### src/rtl/reflector_bank.sv
// reflector_bank: multi-table substitution reflector with inverse build and a valid/ready lookup stream.
// Optional macro REFLECTOR_INVOLUTION_CHECK_EN: accept only fixed-point-free involutions.
module reflector_bank #(
   parameter int N_SYM    = 26,
   parameter int SYM_W    = 8,
   parameter int BASE     = 65,
   parameter int N_TABLES = 4,
   parameter int TSEL_W   = $clog2(N_TABLES)
)(
   input  logic                     clk,
   input  logic                     reset_n,
   input  logic                     cfg_we,
   input  logic [TSEL_W-1:0]        cfg_sel,
   input  logic [N_SYM*SYM_W-1:0]   cfg_table,
   output logic                     busy,
   output logic                     cfg_err,
   output logic [N_TABLES-1:0]      tbl_valid,
   input  logic                     in_valid,
   output logic                     in_ready,
   input  logic [SYM_W-1:0]         in_sym,
   input  logic                     in_dec,
   input  logic [TSEL_W-1:0]        in_sel,
   output logic                     out_valid,
   input  logic                     out_ready,
   output logic [SYM_W-1:0]         out_sym,
   output logic                     out_err
);
   localparam int IDX_W = $clog2(N_SYM);
   typedef enum logic {IDLE, BUILD} state_t;
   state_t state, state_nx;
   logic [SYM_W-1:0] fwd [N_TABLES][N_SYM];
   logic [SYM_W-1:0] inv [N_TABLES][N_SYM];
   logic [N_SYM-1:0] seen;
   logic [IDX_W-1:0] idx, e_i, k_i;
   logic [TSEL_W-1:0] lsel;
   logic [SYM_W-1:0] e, k, ent_sym;
   logic err_acc, ent_err, last, start, accept, hit;

   assign start   = state == IDLE && cfg_we;
   assign e       = fwd[lsel][idx] - SYM_W'(BASE);
   assign e_i     = IDX_W'(e);
   assign ent_sym = SYM_W'(BASE) + SYM_W'(idx);
   assign last    = idx == IDX_W'(N_SYM - 1);
   assign k       = in_sym - SYM_W'(BASE);
   assign k_i     = IDX_W'(k);
   assign hit     = k < SYM_W'(N_SYM) && tbl_valid[in_sel];
   assign accept  = in_valid && in_ready;
`ifdef REFLECTOR_INVOLUTION_CHECK_EN
   assign ent_err = e >= SYM_W'(N_SYM) || seen[e_i] || e_i == idx || fwd[lsel][e_i] != ent_sym;
`else
   assign ent_err = e >= SYM_W'(N_SYM) || seen[e_i];
`endif

   // state register
   always_ff @(posedge clk) begin
      if (!reset_n) state <= IDLE;
      else          state <= state_nx;
   end

   // next state: a load starts a pass that always runs N_SYM entries
   always_comb begin
      state_nx = state == IDLE ? (cfg_we ? BUILD : IDLE) : (last ? IDLE : BUILD);
   end

   // FSM outputs: a load strobe wins over a lookup in the same cycle
   always_comb begin
      busy     = state == BUILD;
      in_ready = state == IDLE && !cfg_we && (!out_valid || out_ready);
   end

   // table storage is never reset; inverse entries fill in as the pass walks the forward table
   always_ff @(posedge clk) begin
      if (start)
         for (int i = 0; i < N_SYM; i++) fwd[cfg_sel][i] <= cfg_table[(N_SYM-1-i)*SYM_W +: SYM_W];
      if (state == BUILD && !ent_err) inv[lsel][e_i] <= ent_sym;
   end

   // build bookkeeping and per-table validity
   always_ff @(posedge clk) begin
      if (!reset_n) begin
         tbl_valid <= '0;
         cfg_err   <= 1'b0;
         idx       <= '0;
         seen      <= '0;
         err_acc   <= 1'b0;
         lsel      <= '0;
      end else if (start) begin
         lsel               <= cfg_sel;
         tbl_valid[cfg_sel] <= 1'b0;
         idx                <= '0;
         seen               <= '0;
         err_acc            <= 1'b0;
      end else if (state == BUILD) begin
         idx     <= idx + IDX_W'(1);
         err_acc <= err_acc | ent_err;
         if (!ent_err) seen[e_i] <= 1'b1;
         if (last) begin
            tbl_valid[lsel] <= !(err_acc | ent_err);
            cfg_err         <= err_acc | ent_err;
         end
      end
   end

   // registered lookup result; holds while the consumer stalls
   always_ff @(posedge clk) begin
      if (!reset_n) begin
         out_valid <= 1'b0;
         out_sym   <= '0;
         out_err   <= 1'b0;
      end else if (accept) begin
         out_valid <= 1'b1;
         out_sym   <= hit ? (in_dec ? inv[in_sel][k_i] : fwd[in_sel][k_i]) : in_sym;
         out_err   <= !hit;
      end else if (out_ready) begin
         out_valid <= 1'b0;
      end
   end
endmodule

### config.mk
export PLATFORM = sky130hd
export DESIGN_NAME = reflector_bank
export DESIGN_NICKNAME = d
export VERILOG_FILES = /design/src/rtl/reflector_bank.sv
export SDC_FILE = /design/constraint.sdc
export NUM_CORES = 2
export LEC_CHECK = 0
export ABC_CLOCK_PERIOD_IN_PS = 33700
export CAP_MARGIN = 15
export CORE_AREA = 10 10 338 340
export DETAILED_ROUTE_END_ITERATION = 16
export DIE_AREA = 0 0 348 350
export HOLD_SLACK_MARGIN = 0.05
export MAX_ROUTING_LAYER = met4
export PLACE_DENSITY = 0.84
export SLEW_MARGIN = 15
export SYNTH_ARGS = -nofsm -noshare
export SYNTH_HDL_FRONTEND = slang
export SYNTH_SLANG_ARGS = --single-unit
export TNS_END_PERCENT = 5
### constraint.sdc
create_clock -name clk -period 33.7 [get_ports clk]
set_clock_uncertainty 0.1 [all_clocks]
set_input_delay 3.37 -clock clk [delete_from_list [all_inputs] [get_ports clk]]
set_output_delay 3.37 -clock clk [all_outputs]
set_load 0.1 [all_outputs]
==> run metrics <==
post-synthesis cell area 69500 um^2; Worst Setup End Kind primary output; number of setup buffers added after CTS 0; Fmax 113 MHz; max layer used met4; Syn Area/Cell 20.3 um^2; CTS tree yes; largest net degree at the start of global routing 151; P_leak 0.0252 uW; Clock power frac 40.5%; pre-CTS WS 24350 ps; number of synthesized flops with an enable pin 1456; metal1 wirelength 62800 um; Worst setup endpoint in_ready; Routed WL 186000 um; met3 WL 22900 um; sequential power share 50.7%; Pwr per Cell Area 56.1 nW/um^2; NetSw 999 uW; Port Buf Inserts 242; initial antenna violation count 33; post-route minimum period 8890 ps; Worst Hold Class reg -> reg; Worst-Margin Slew 1310 ps; Combinational Power Share 8.7%; Hold Crit Depth 1; DRC viols 0; max-cap violation count 0; first-pass GRT wire length 273000 um; root cell of the clock tree clkbuf_16; Initial Utilization 64.4%; total gr overflow 0; first-pass iteration count of the detailed router 7; H-tree Lvls 4; Final HPWL DP 109000 um; area of the multi-input gates 21500 um^2; final setup margin 24810 ps; R2R Path End inv[0][48]; Placer Congestion 0.852; I/O pin count 243; R2R depth 13; routed vias 38020; syn nets 3650; Main synth FF type edfxtp_1; data arrival time of the critical path 5420 ps; Slew headroom 12.8%; Mapped Cells 3417; Worst Setup Start Kind primary input; # rows 121; clk slew on worst S/H paths 60 ps; post_cts resized 0; Clock Path Buffers 3; share of post-route cells with drive strength above 1 28.6%; Clock Latency Late Sink 790 ps; RSZ-0062 raised after global routing no; register area share after synthesis 67.4%; DR WL/cell 35.7 um; number of distinct library cells after synthesis 85; Sw Share 22.7%; fin nets 3868; GRT Total Usage 31.9%; Final setup viols 0; area grow syn2layout 12.9%; critical path class in -> out; met2 WL 90700 um; fraction of registers with async set/reset 0%; Clock Sinks 1612; Core ar. 108000 um^2; synthesized flop and latch total 1612; Power Total 4400 uW; crit share post-route 26.4%; Register Area 46900 um^2; setup TNS 0 ps; CTS Buf Count 158; Via-to-Cell Ratio 7.31; antenna-violating nets left 0; beginning of the critical path out_ready; Max rail drop VDD 0.0000468 V; Layout fillers 5907; CP max FO 2; vias in the first global route 39777; initial DRC count 5851; internal power 3400 uW; Fin. Hold Viols 0; CTS Hold Bufs 0; max-slew violations 0; Yosys warning total 0; CP required 30230 ps; die area 122000 um^2; flop2flop setup slack 25970 ps; Die Y 350 um; Die Wd 348 um; status complete, no violations
==> routing by layer <==
metal	vias to the layer above	GRT usage (%)
li1	14968	-
met1	19603	39.9
met2	2898	48.8
met3	551	8.36
met4	0	15.6
met5	-	-
==> power groups by stage <==
| stage | clock (uW) | combinational, uW | sequential, uW |
|---|---|---|---|
| 2_1_floorplan | 0 | 237 | 2280 |
| 5_1_grt | 1870 | 400 | 2230 |
| 4_1_cts | 1790 | 381 | 2230 |
| 3_3_place_gp | 0 | 370 | 2270 |
| 3_5_place_dp | 0 | 376 | 2270 |
| 6_report | 1780 | 385 | 2230 |
==> cells by family (layout without fill, tap and decap cells) <==
group	count (synthesis)	after routing	share of synthesized area, %
flops	1612	1612	67.4
other cells	0	33	0
buf+inv	262	601	1.81
xor+xnor	14	14	0.198
compound gates	318	318	3.47
mux	841	841	24.6
fa+ha+maj	7	7	0.126
simple gates	363	363	2.41
==> how the worst min path moves through the flow <==
| stage | endpoint | from | slack [ps] |
|---|---|---|---|
| after floorplan | inv[3][14] | inv[3][14] | 300 |
| after global placement | inv[3][14] | inv[3][14] | 320 |
| after detailed placement | inv[3][14] | inv[3][14] | 320 |
| after CTS | inv[2][6] | inv[2][6] | 340 |
| after global routing | inv[2][6] | inv[2][6] | 360 |
| final | inv[0][30] | inv[0][30] | 350 |
==> layout make-up <==
class,instances,area share [%]
flip-flops and latches,1612,59.7
multi-input cells,1543,27.4
clock buffers,191,5.44
repair buffers,303,3.78
well taps,1414,2.26
clock inverters,90,1.22
diodes,33,0.105
inverters,17,0.0909
==> layout by cell type (no fill, tap or decap), drive strengths merged, types with 22 or more instances in the layout <==
| cell | n |
|---|---|
| diode | 33 |
| buf | 64 |
| mux4 | 689 |
| dfxtp | 156 |
| clkbuf | 191 |
| inv | 23 |
| nor2 | 139 |
| o21ai | 51 |
| nand2 | 119 |
| clkinv | 61 |
| mux2i | 138 |
| edfxtp | 1456 |
| a22oi | 35 |
| clkdlybuf4s50 | 239 |
| o21bai | 96 |
| a21oi | 22 |
| and2 | 22 |
==> synthesized netlist by cell type (15+ instances only) <==
cell      count  area share [%]
o21bai_1     82            0.89
nand2_1     118            0.64
and2_1       19            0.17
nor2_1      139            0.75
mux4_2      689              22
mux2i_1     138             2.0
clkbuf_1    116            0.63
a31oi_1      15            0.14
edfxtp_1   1456              63
buf_1        51            0.28
buf_2        41            0.30
a21oi_1      21            0.15
buf_4        15            0.16
buf_6        21            0.34
o22ai_1      19            0.17
o21ai_0      45            0.32
a22oi_1      34            0.37
dfxtp_1     156             4.5
==> per-stage QoR <==
step	cells	utilization, %	hold WS [ps]	cell area (um^2)
final	5203	72.8	346	78400
after global routing	5199	72.7	357	78400
after CTS	5170	72.7	341	78300
after detailed placement	4889	67.8	319	73100
after global placement	4889	67.8	318	73100
after floorplan	3417	-	305	69500
==> critical path, cell delays in order <==
cell and delay, ps:
clkdlybuf4s50_1 460, nand2b_1 110, nor3b_1 260, clkdlybuf4s50_1 1210
==> sequential cells by signal, summed over array words and instances (netlist names), named ones only <==
signal	flops
seen	26
tbl_valid	4
cfg_err	1
idx	5
err_acc	1
out_sym	8
out_valid	1
inv	728
fwd	832
out_err	1
lsel	2
busy	1
(Power assumes the default switching activity.)
